<file path="src/rtl/i2s_master_ctrl.sv">
`default_nettype none
// ============================================================================
// Module   : i2s_master_ctrl
// Purpose  : I2S master clock generator with sample-pair capture and overrun flag.
//            Optional macro I2S_CTRL_OVERRUN_CNT_EN adds a 16-bit overrun counter.
// Revision : 1.0
// ============================================================================
module i2s_master_ctrl #(
    parameter int WIDTH   = 32,
    parameter int DIV     = 4,
    parameter int CAP_BIT = 8
) (
    input  logic             clk,
    input  logic             rst_n,
    input  logic             en,
    output logic             sclk,
    output logic             lrck,
    input  logic [WIDTH-1:0] rx_ldata,
    input  logic [WIDTH-1:0] rx_rdata,
    output logic [WIDTH-1:0] out_ldata,
    output logic [WIDTH-1:0] out_rdata,
    output logic             out_valid,
    input  logic             out_ready,
    output logic             overrun,
    input  logic             overrun_clr,
`ifdef I2S_CTRL_OVERRUN_CNT_EN
    output logic [15:0]      overrun_cnt,
`endif
    output logic             busy
);

    localparam int BW = $clog2(2 * WIDTH);
    localparam int DW = (DIV > 1) ? $clog2(DIV) : 1;

    typedef enum logic [1:0] {
        S_IDLE  = 2'd0,
        S_RUN   = 2'd1,
        S_DRAIN = 2'd2
    } state_t;

    state_t          state;
    state_t          next_state;
    logic [DW-1:0]   div_cnt;
    logic [BW-1:0]   bit_cnt;
    logic [BW-1:0]   bit_nxt;
    logic            div_wrap;
    logic            fall;
    logic            frame_wrap;
    logic            cap_pt;
    logic            take;
    logic            hold;
    logic            armed;

    assign div_wrap   = (state != S_IDLE) && (div_cnt == DW'(DIV - 1));
    assign fall       = div_wrap && sclk;
    assign frame_wrap = (bit_cnt == BW'(2 * WIDTH - 1));
    assign bit_nxt    = frame_wrap ? '0 : bit_cnt + BW'(1);
    assign cap_pt     = fall && (bit_nxt == BW'(CAP_BIT));
    // armed stays low until the first capture point after IDLE, discarding stale rx data
    assign take       = cap_pt && armed;
    assign hold       = out_valid && !out_ready;
    assign busy       = (state != S_IDLE);

    always_ff @(posedge clk or negedge rst_n) begin
        if (!rst_n) begin
            state <= S_IDLE;
        end else begin
            state <= next_state;
        end
    end

    always_comb begin
        next_state = state;
        case (state)
            S_IDLE:  if (en) next_state = S_RUN;
            S_RUN:   if (!en) next_state = S_DRAIN;
            S_DRAIN: begin
                if (en) begin
                    next_state = S_RUN;
                end else if (fall && frame_wrap) begin
                    next_state = S_IDLE;
                end
            end
            default: next_state = S_IDLE;
        endcase
    end

    always_ff @(posedge clk or negedge rst_n) begin
        if (!rst_n) begin
            div_cnt <= '0;
            bit_cnt <= '0;
            sclk    <= 1'b0;
            lrck    <= 1'b0;
            armed   <= 1'b0;
        end else if (state == S_IDLE) begin
            div_cnt <= '0;
            bit_cnt <= '0;
            sclk    <= 1'b0;
            lrck    <= 1'b0;
            armed   <= 1'b0;
        end else begin
            div_cnt <= div_wrap ? '0 : div_cnt + DW'(1);
            if (div_wrap) begin
                sclk <= ~sclk;
            end
            if (fall) begin
                bit_cnt <= bit_nxt;
                lrck    <= (bit_nxt >= BW'(WIDTH));
            end
            if (cap_pt) begin
                armed <= 1'b1;
            end
        end
    end

    always_ff @(posedge clk or negedge rst_n) begin
        if (!rst_n) begin
            out_ldata <= '0;
            out_rdata <= '0;
            out_valid <= 1'b0;
            overrun   <= 1'b0;
        end else begin
            if (take && !hold) begin
                out_ldata <= rx_ldata;
                out_rdata <= rx_rdata;
                out_valid <= 1'b1;
            end else if (out_valid && out_ready) begin
                out_valid <= 1'b0;
            end
            if (take && hold) begin
                overrun <= 1'b1;
            end else if (overrun_clr) begin
                overrun <= 1'b0;
            end
        end
    end

`ifdef I2S_CTRL_OVERRUN_CNT_EN
    always_ff @(posedge clk or negedge rst_n) begin
        if (!rst_n) begin
            overrun_cnt <= '0;
        end else if (take && hold) begin
            if (overrun_clr) begin
                overrun_cnt <= 16'd1;
            end else if (overrun_cnt != 16'hFFFF) begin
                overrun_cnt <= overrun_cnt + 16'd1;
            end
        end else if (overrun_clr) begin
            overrun_cnt <= '0;
        end
    end
`endif

endmodule
`default_nettype wire

</file>
<file path="config.mk">
export PLATFORM = sky130hd
export DESIGN_NAME = i2s_master_ctrl
export DESIGN_NICKNAME = d
export VERILOG_FILES = /design/src/rtl/i2s_master_ctrl.sv
export SDC_FILE = /design/constraint.sdc
export NUM_CORES = 1
export LEC_CHECK = 0
export CORE_UTILIZATION = 45
export CTS_CLUSTER_SIZE = 30
export DETAILED_ROUTE_END_ITERATION = 12
export GPL_TIMING_DRIVEN = 0
export PLACE_DENSITY = 0.8
export SLEW_MARGIN = 20
export SYNTH_ARGS = -nofsm -noshare
export SYNTH_HDL_FRONTEND = slang
export SYNTH_SLANG_ARGS = --single-unit
</file>
<file path="constraint.sdc">
create_clock -name clk -period 5.9 [get_ports clk]
set_input_delay 0.59 -clock clk [delete_from_list [all_inputs] [get_ports clk]]
set_output_delay 0.59 -clock clk [all_outputs]
set_load 0.02 [all_outputs]
</file>
* Yosys cells after proc, flatten, opt, wreduce, memory -nomap -nowiden
Index checks and enable logic that the tools add are counted.
** Word-level totals
- Memories kept :: 0
- Bits in latches :: 0
- Logic and storage cells :: 61
- Memory bits (read-only) :: 0
- Bits in writable memories :: 0
- Flip-flop bits (word level) :: 79
- Bits of input ports :: 69
** Cells by class
- Bitwise logic cells :: 1
- Multiplexer cells :: 20
- Reduce and logical (&&, ||, !) cells :: 19
- Shift-type cells :: 0
- Magnitude comparators :: 1
- Divide/modulo/power cells :: 0
- Equal/unequal tests :: 8
- Multiply operators :: 0
- $add $sub $neg :: 2
** Operator list (number)
- $mux W6 :: 3
- $mux W2 :: 6
- $reduce_bool A2 Y1 :: 6
- $mux W1 :: 10
- $logic_and A1 B1 Y1 :: 9
- $add A6 B1 Y6 const B :: 1
- $eq A6 B4 Y1 const B :: 1
- $eq A6 B6 Y1 const B :: 1
- $ge A6 B6 Y1 const B :: 1
- $pmux W2 S3 :: 1
- $eq A2 B2 Y1 const B :: 2
- $ne A2 B2 Y1 const B :: 2
- $ne A3 B3 Y1 const B :: 1
- $reduce_and A3 Y1 :: 1
- $add A2 B1 Y2 const B :: 1
- $eq A2 B1 Y1 const B :: 1
- $logic_not A1 Y1 :: 2
- $logic_not A2 Y1 :: 1
- $not A1 Y1 :: 1

* Longest topological paths before layout
Gate-level depths: netlist of the first run.
- Word-level depth :: 7
- Mapped depth :: 7

* Worst setup path after synthesis of the first run
OpenSTA, ideal clock, no wires.
- Kind :: register to register
- From :: register bit_cnt[0]
- To :: register out_ldata[0]
- Required time :: 5.775 ns
- Stages on the path, launching flop included :: 8
- Path buffers :: 1
- Clock period less this slack :: 2.111 ns
- Library setup time :: 0.125 ns
- Arrival time :: 1.986 ns
- Slack :: 3.789 ns
- Path through :: dfrtp_1 > ha_1 > and4_1 > nand2b_1 > mux2i_2 > nand4_4 > buf_6 > mux2_4
** On the way
- Longest elaborated chain between the ends :: 6
** RTL lines
- from (decl) :: RTL line 44 : logic [BW-1:0] bit_cnt;
- from (signal assigned) :: RTL line 107 : bit_cnt <= bit_nxt;
- $add A6 B1 Y6 or $eq A6 B6 Y1 (tied branches) :: RTL line 57, 56
- $mux W6 (*) :: RTL line 57 : assign bit_nxt = frame_wrap ? '0 : bit_cnt + BW'(1);
- $eq A6 B4 Y1 (*) :: RTL line 58 : assign cap_pt = fall && (bit_nxt == BW'(CAP_BIT));
- $logic_and A1 B1 Y1 (*) :: RTL line 58
- $logic_and A1 B1 Y1 (*) :: RTL line 60 : assign take = cap_pt && armed;
- $logic_and A1 B1 Y1 (*) :: RTL line 123 : if (take && !hold) begin
- to (signal assigned) :: RTL line 124 : out_ldata <= rx_ldata;
- to (decl) :: RTL line 20 : output logic [WIDTH-1:0] out_ldata,
Mark *: on every way between the ends. The rest lies on a longest branch, timed or not.
A chain may end at the register's enable or synchronous reset.

* Worst setup path after layout of the first run
- From :: register state[1]
- To :: output busy
** On the way
- Longest elaborated chain between the ends :: 1
** RTL lines
- from (decl) :: RTL line 41 : state_t state;
- from (signal assigned) :: RTL line 68 : state <= next_state;
- $reduce_bool A2 Y1 :: RTL line 62 : assign busy = (state != S_IDLE);
- to (decl) :: RTL line 29 : output logic busy
No other way between the ends.

==> impl_metrics.toml, run 1 <==
[outcome]
outcome = "finished clean"

[yosys]
yosysMostFrequentCell = "dfrtp_1"
syn_area_um2 = 3356
synth_edf_count = 0
synth_nets = 276
ys_warn_count = 0
async_reset_ff_share_pct = 100.0
yosysUniqueCellTypes = 29
synthCells = 204
synth_ff_type = "dfrtp_1"
yosys-top-cells-area = "dfrtp_1 (59%), mux2_4 (27%), buf_6 (2.0%)"
yosysSeqAreaShare_pct = 58.91
yosys-top-cells-count = "dfrtp_1 (79), mux2_4 (60), nand2_1 (8), nand3_1 (7)"
postSynthAreaPerCell_um2 = 16.45
synth_top_area_share_pct = 58.91
yosysTopAreaCell = "dfrtp_1"
ys_seq_elements = 79

[sta]
slew_violations = 0
fmax_ghz = 0.3908
rsz0062_at_grt = "no"
holdWs_ns = 0.1590
setup-tns-final_ns = 0
setup_viol = 0
slew_headroom_pct = 75.42
min_period_ns = 2.559
setup_slack_ns = 3.341
worstMarginPinSlew_ns = 0.3688
fin_skew_ns = 0.01056
min_period_over_period_pct = 43.37
final-hold-violation-count = 0

[setup_path]
critical_path_class = "flip-flop to primary output"
crit_fanout = 9
start_kind = "flip-flop"
critPathCaptureType = "primary output"
cp.required_ns = 5.31
arrival_ns = 1.97

[job]
drv_cap = 0

[floorplan]
io_pins = 138
die_h_um = 88.36
core_um2 = 7214
die_w_um = 88.36
start_util_pct = 46.51
dieArea_um2 = 7807
num_rows = 31

[grt]
grt_pass1_wl_mm = 10.75
grt-ovfl-total = 0
grt_max_degree = 54
grt_usage_pct = 18.52
grt_pass1_vias = 2173
antenna_found_initial = 0

[placement]
dp_cells = 441
place_area_um2 = 4876
pre_cts_ws_ns = 3.522
port_buffers = 137
globalplace.congestion = 0.7395
dp_hpwl_mm = 5.290

[clocking]
cts-root-buf = "clkbuf_8"
ctsHtreeMaxLevel = 3
clkTransAtPathRegs_ns = 0.08
ctsHoldBuffers = 0
cts_setup_buffers = 0
cts_resized = 0
worstSkewPairLatency_ns = 0.34
cts_tree = "built"
cts.sinks = 79
numCtsBuffers = 9
clockBufferDepth = 2

[drt]
wl_met2_mm = 3.499
drc = 0
first_pass_iters = 4
met3RoutedLength_um = 415
top_layer = "met4"
drtIter0Drc = 62
wl_per_cell_um = 15.52
vias = 2184
avgViaCountPerCell = 4.779
final_antenna_net_count = 0
drt-met1-wl_mm = 3.069
wirelength_mm = 7.093

[pwr]
power_leakage_nw = 2.490
ir_drop_v = 0.0001356
power.total_mw = 1.117
p_per_area_nw_per_um2 = 218.4

[final_layout]
layout-drive-gt1-share_pct = 25.98
antenna_cells = 0
area_growth_pct = 52.35
finalNonFillerCells = 457
postLayoutCellArea_um2 = 5112
fin_util_pct = 70.86
final_nets = 425

[worst_hold_path]
hp-class = "input pin to async pin"
state kept, by name, indices dropped and copies added, names as in the netlist:
| name | flops |
|---|---|
| overrun | 1 |
| div_cnt | 2 |
| out_ldata | 32 |
| armed | 1 |
| lrck | 1 |
| out_valid | 1 |
| state | 2 |
| out_rdata | 32 |
| bit_cnt | 6 |
| sclk | 1 |
final timing paths:
| kind | endpoint | slack, ns | startpoint | cells after the start |
|---|---|---|---|---|
| min | out_rdata[22]$_DFFE_PN0P_ | 0.16 | rst_n | 1 |
| max | busy | 3.34 | state[1]$_DFFE_PN0P_ | 3 |
| min in group clk | div_cnt[0]$_DFF_PN0_ | 0.45 | div_cnt[0]$_DFF_PN0_ | 1 |
| min reg2reg | div_cnt[0]$_DFF_PN0_ | 0.45 | div_cnt[0]$_DFF_PN0_ | 1 |
| max reg2reg | out_rdata[13]$_DFFE_PN0P_ | 3.54 | bit_cnt[0]$_DFFE_PN0P_ | 7 |
| max in group asynchronous | bit_cnt[5]$_DFFE_PN0P_ | 5.17 | rst_n | 2 |
layer usage:
metal | vias to the layer above | track usage [%]
li1 | 1028 | -
met3 | 10 | 3.825
met1 | 1073 | 24.18
met2 | 73 | 29.86
met4 | 0 | 8.358
met5 | - | 0
cell type report:
class                   instances  area, um^2
plain buffers                   6       67.56
clock buffers                  10       127.6
clock inverters                 6       108.9
fillers                       515        2102
inverters                       2       7.507
multi-input cells             117        1304
flip-flops and latches         79        1977
well taps                      99       123.9
repair buffers                138        1396
layout by cell type (no fill, tap or decap), drive strengths merged:
master	n
clkdlybuf4s50	136
nor2	6
o211a	1
dfrtp	79
mux2i	2
nor3	3
nand2	8
or3	1
and2	1
o22ai	1
o21ai	4
clkbuf	10
nand3	7
mux2	65
xor2	2
a22o	1
and4	1
a31o	2
xnor2	2
a31oi	2
clkinv	4
buf	8
a21boi	1
ha	3
bufinv	3
nand4	1
a21oi	1
inv	1
nand2b	2
logic make-up (layout without fill, tap and decap cells):
logic type / count (synthesis) / in the layout / share of synthesized area, %
adder cells (fa/ha/maj): 3 / 3 / 1.119
XOR/XNOR: 4 / 4 / 1.044
flip-flops: 79 / 79 / 58.91
AO/OA/AOI/OAI: 13 / 13 / 2.610
buffers and inverters: 8 / 162 / 2.237
multiplexers: 67 / 67 / 29.23
AND/OR/NAND/NOR: 30 / 30 / 4.847
power breakdown:
group | internal (mW) | leakage [nW] | switching, mW | total [mW]
registers | 0.550 | 1.10 | 0.00790 | 0.558
clock network | 0.281 | 0.120 | 0.191 | 0.471
logic | 0.0555 | 1.27 | 0.0318 | 0.0873
critical path, stage by stage, from the launching register on:
cell and delay (ns):
dfrtp_1 0.41, nor2_1 0.28, clkinv_1 0.31, clkdlybuf4s50_1 0.62
Note: power is estimated with default switching activity, not from simulation.
==> inputs of run 2 (changes only) <==
CORE_UTILIZATION = 43   (was 45)
PLACE_DENSITY = 0.77   (was 0.8)
clock period = 2.38 ns   (was 5.9 ns; I/O delays follow)
==> impl_metrics.toml, run 2 (synthesis results as in run 1) <==
[sta]
slew_headroom_pct = 69.69
setup-tns-final_ns = 0
holdWs_ns = 0.3453
slew_violations = 0
setup_viol = 0
fin_skew_ns = 0.01322
min_period_over_period_pct = 96.14
rsz0062_at_grt = "no"
fmax_ghz = 0.4371
worstMarginPinSlew_ns = 0.4522
min_period_ns = 2.288
final-hold-violation-count = 0

[placement]
port_buffers = 137
dp_hpwl_mm = 4.876
globalplace.congestion = 0.7262

[grt]
antenna_found_initial = 0
grt-ovfl-total = 0
grt_pass1_wl_mm = 11.63
grt_pass1_vias = 2279
grt_usage_pct = 17.92
grt_max_degree = 58

[final_layout]
area_growth_pct = 52.50
final_cell_mix = "clkdlybuf4s50_1 (136), dfrtp_1 (79), mux2_4 (60)"
final_nets = 430
nFillCells = 525
final_common_cell = "clkdlybuf4s50_1"
antenna_cells = 0
layout-drive-gt1-share_pct = 26.45
top_regs = "out_ldata: 32 flops, out_rdata: 32 flops, bit_cnt: 6 flops"

[drt]
wirelength_mm = 7.174
final_antenna_net_count = 0
first_pass_iters = 4
vias = 2198
drc = 0
wl_per_cell_um = 15.53
avgViaCountPerCell = 4.758
drtIter0Drc = 76

[pwr]
sw_frac_of_total_pct = 22.48
switching_power_mw = 0.5765
pwr-share-seq_pct = 53.9
p_per_area_nw_per_um2 = 501.2
ir_drop_v = 0.0003077
power_leakage_nw = 2.482
clock_power_share_pct = 37.5
combinationalPowerShare_pct = 8.5
internal_power_mw = 1.989

[floorplan]
die_h_um = 90.34
start_util_pct = 45.30
dieArea_um2 = 8161
num_rows = 31
die_w_um = 90.34
core_um2 = 7408
io_pins = 138

[clocking]
worstSkewPairLatency_ns = 0.34
ctsHtreeMaxLevel = 3
clkTransAtPathRegs_ns = 0.08
cts_tree = "built"
numCtsBuffers = 9
cts.sinks = 79
clockBufferDepth = 2
cts-root-buf = "clkbuf_8"

[setup_path]
critPathCaptureType = "flip-flop"
arrival_ns = 2.50
rrSetupSlack_ns = 0.09
crit_fanout = 10
cp.required_ns = 2.59
start_kind = "flip-flop"
critical_path_class = "flip-flop to flip-flop"

[outcome]
outcome = "finished clean"

[job]
drv_cap = 0

[worst_hold_path]
hp-class = "input pin to async pin"
==> run 2: path summary, 6_finish.rpt <==
check                                             to  cells past startpoint              startpoint
min reg2reg                     div_cnt[0]$_DFF_PN0_                      1    div_cnt[0]$_DFF_PN0_
max                        out_rdata[14]$_DFFE_PN0P_                      7  bit_cnt[0]$_DFFE_PN0P_
max reg2reg                out_rdata[14]$_DFFE_PN0P_                      7  bit_cnt[0]$_DFFE_PN0P_
min                         out_ldata[3]$_DFFE_PN0P_                      2                   rst_n
max in group asynchronous  out_rdata[17]$_DFFE_PN0P_                      3                   rst_n
min in group clk                div_cnt[0]$_DFF_PN0_                      1    div_cnt[0]$_DFF_PN0_
==> run 2: cell type report <==
class,count,area [um^2],area share (%)
buffer,6,67.56,1.320
clock buffer,11,131.4,2.567
clock inverter,5,56.30,1.100
inverter,2,7.507,0.1467
multi-input combinational,118,1325,25.89
sequential,79,1977,38.63
tap,99,123.9,2.421
timing repair buffer,142,1429,27.92
==> run 2: per-layer routing <==
metal,vias up,routed length (um),share of wire (%),track usage (%)
li1,1040,-,-,-
met1,1071,3404,47,25.36
met2,77,3385,47,28.31
met3,10,295,4.1,3.030
met4,0,89,1.2,5.511
met5,-,0,0,0
==> run 2: critical path, stage by stage, from the launching register on <==
cell,delay (ns)
dfrtp_1,0.44
ha_1,0.28
and4_1,0.24
nand2b_1,0.19
mux2i_4,0.25
nand4_4,0.23
buf_6,0.23
mux2_4,0.30
==> run 2: power by group through the flow <==
stage | logic (mW) | registers, mW | clock network, mW
6_report | 0.219 | 1.38 | 0.963
5_1_grt | 0.239 | 1.39 | 1.05
4_1_cts | 0.224 | 1.38 | 0.999
3_5_place_dp | 0.219 | 1.41 | 0
3_3_place_gp | 0.211 | 1.41 | 0
2_1_floorplan | 0.0444 | 1.41 | 0
==> run 2: per-stage QoR <==
step                power (mW)  worst slack (ns)  instance area, um^2  utilization [%]  instances
floorplan                1.458            0.2692                 3356                -        204
global placement         1.620            -1.699                 4851            65.48        440
detailed placement       1.630          0.007361                 4876            65.82        441
CTS                      2.606           0.01749                 5089            68.69        460
global route             2.677          0.001184                 5117            69.08        462
finish                   2.565           0.09197                 5117            69.08        462
==> run 2: what timing repair did <==
action / in CTS / in global routing
endpoints found under the hold margin: 22 / 0
hold buffers: 1 / 0
cloned: 0 / 1
resized for setup: 0 / 1
pin swaps: 1 / 1
setup buffers: 2 / 1
endpoints found under the setup margin: 27 / 63
==> inputs of run 3 (changes only) <==
CELL_PAD_IN_SITES_DETAIL_PLACEMENT = 0   (was not set)
CELL_PAD_IN_SITES_GLOBAL_PLACEMENT = 1   (was not set)
CORE_ASPECT_RATIO = 0.5   (was not set)
CORE_UTILIZATION = 34   (was 43)
clock period = 2.4 ns   (was 2.38 ns; I/O delays follow)
==> impl_metrics.toml, run 3 (synthesis results as in run 1) <==
[final_layout]
multi_input_area_um2 = 1304
fin_util_pct = 55.12
area_growth_pct = 56.19
nFillCells = 781
top_regs = "out_ldata: 32 flops, out_rdata: 32 flops, bit_cnt: 6 flops"
antenna_cells = 0
finalNonFillerCells = 495
layout-drive-gt1-share_pct = 26.11
postLayoutCellArea_um2 = 5241
final_cell_mix = "clkdlybuf4s50_1 (136), dfrtp_1 (79), mux2_4 (60)"
seq_area_um2 = 1977
final_common_cell = "clkdlybuf4s50_1"
final_nets = 427

[placement]
port_buffers = 137
dp_cells = 477
dp_hpwl_mm = 5.808
globalplace.congestion = 0.7516
place_area_um2 = 4921

[setup_path]
slowest_delay_ns = 0.43
rr_worst_depth = 8
path_buf_inv = 2
cp_slowest_cell = "dfrtp_1"
crit_fanout = 10
critPathCaptureType = "flip-flop"
cp.required_ns = 2.61
arrival_ns = 2.45
critical_path_class = "flip-flop to flip-flop"
crit_family = "multiplexers"
start_kind = "flip-flop"
rrSetupSlack_ns = 0.16
path_cells = "ha_1 -> and4_1 -> nand2b_1 -> mux2i_2 -> nand4_4 -> buf_12 -> buf_6 -> mux2_4"
reg2reg_from = "bit_cnt[0]$_DFFE_PN0P_"
r2r-end = "out_rdata[30]$_DFFE_PN0P_"

[drt]
first_pass_iters = 4
vias = 2239
wirelength_mm = 7.923
avgViaCountPerCell = 4.523
wl_per_cell_um = 16.01
final_antenna_net_count = 0
drtIter0Drc = 50
drc = 0

[floorplan]
dieArea_um2 = 10300
num_rows = 25
die_w_um = 142.5
die_h_um = 72.25
io_pins = 138
core_um2 = 9509
start_util_pct = 35.29

[sta]
holdWs_ns = 0.3964
min_period_ns = 2.240
worstMarginPinSlew_ns = 0.3972
setup_viol = 0
slew_headroom_pct = 73.52
fin_skew_ns = 0.006513
rsz0062_at_grt = "no"
min_period_over_period_pct = 93.35
final-hold-violation-count = 0
slew_violations = 0
fmax_ghz = 0.4463

[grt]
grt_pass1_wl_mm = 12.45
grt_max_degree = 52
antenna_found_initial = 0
grt-ovfl-total = 0
grt_usage_pct = 15.95
grt_pass1_vias = 2325

[worst_hold_path]
hp-class = "input pin to async pin"

[clocking]
worstSkewPairLatency_ns = 0.33
numCtsBuffers = 9
clkTransAtPathRegs_ns = 0.06
cts.sinks = 79
ctsHtreeMaxLevel = 3
cts_resized = 0
cts-root-buf = "clkbuf_16"
clockBufferDepth = 2
cts_tree = "built"

[pwr]
power_leakage_nw = 2.527
p_per_area_nw_per_um2 = 558.2
ir_drop_v = 0.0004002

[outcome]
outcome = "finished clean"

[job]
drv_cap = 0
-- run 3: through the flow --
step | total power, mW | setup TNS (ns) | setup slack (ns)
5_1_grt | 3.046 | 0 | 0.03272
3_5_place_dp | 1.618 | 0 | 0.05664
3_3_place_gp | 1.608 | -124.85 | -1.585
6_report | 2.926 | 0 | 0.1596
4_1_cts | 2.968 | 0 | 0.03589
2_1_floorplan | 1.445 | 0 | 0.2892
-- run 3: cell type report --
| type | instances | area share (%) |
|---|---|---|
| Clock inverter | 6 | 1.170 |
| Multi-Input combinational cell | 117 | 24.87 |
| Buffer | 6 | 1.289 |
| Timing Repair Buffer | 140 | 27.21 |
| Tap cell | 135 | 3.223 |
| Inverter | 2 | 0.1432 |
| Sequential cell | 79 | 37.72 |
| Clock buffer | 10 | 4.369 |
-- run 3: report_power, final --
part           internal [mW]  leakage [nW]  switching (mW)
combinational          0.138          1.29          0.0802
clock                  0.802         0.142           0.533
sequential              1.35          1.10          0.0189
total                   2.29          2.53           0.632
-- run 3: how the worst max path moves through the flow --
stage | cells after the start | slack [ns] | to | startpoint
after floorplan | 7 | 0.29 | out_ldata[0]$_DFFE_PN0P_ | bit_cnt[0]$_DFFE_PN0P_
after global placement | 1 | -1.59 | bit_cnt[1]$_DFFE_PN0P_ | rst_n
after detailed placement | 7 | 0.06 | out_rdata[16]$_DFFE_PN0P_ | bit_cnt[0]$_DFFE_PN0P_
after CTS | 7 | 0.04 | out_ldata[6]$_DFFE_PN0P_ | bit_cnt[0]$_DFFE_PN0P_
after global routing | 8 | 0.03 | out_ldata[6]$_DFFE_PN0P_ | bit_cnt[0]$_DFFE_PN0P_
final | 8 | 0.16 | out_rdata[30]$_DFFE_PN0P_ | bit_cnt[0]$_DFFE_PN0P_
-- run 3: layer usage --
layer / global-route usage [%] / part of all wire (%)
met5: 0 / 0
met4: 7.049 / 2.4
met3: 4.092 / 3.8
met2: 28.10 / 53
met1: 18.68 / 40
-- run 3: repair_timing --
action                                 in CTS  in global routing
setup buffers                               0                  1
hold buffers                                1                  0
setup endpoints to repair                   0                 60
endpoints found under the hold margin      28                  0
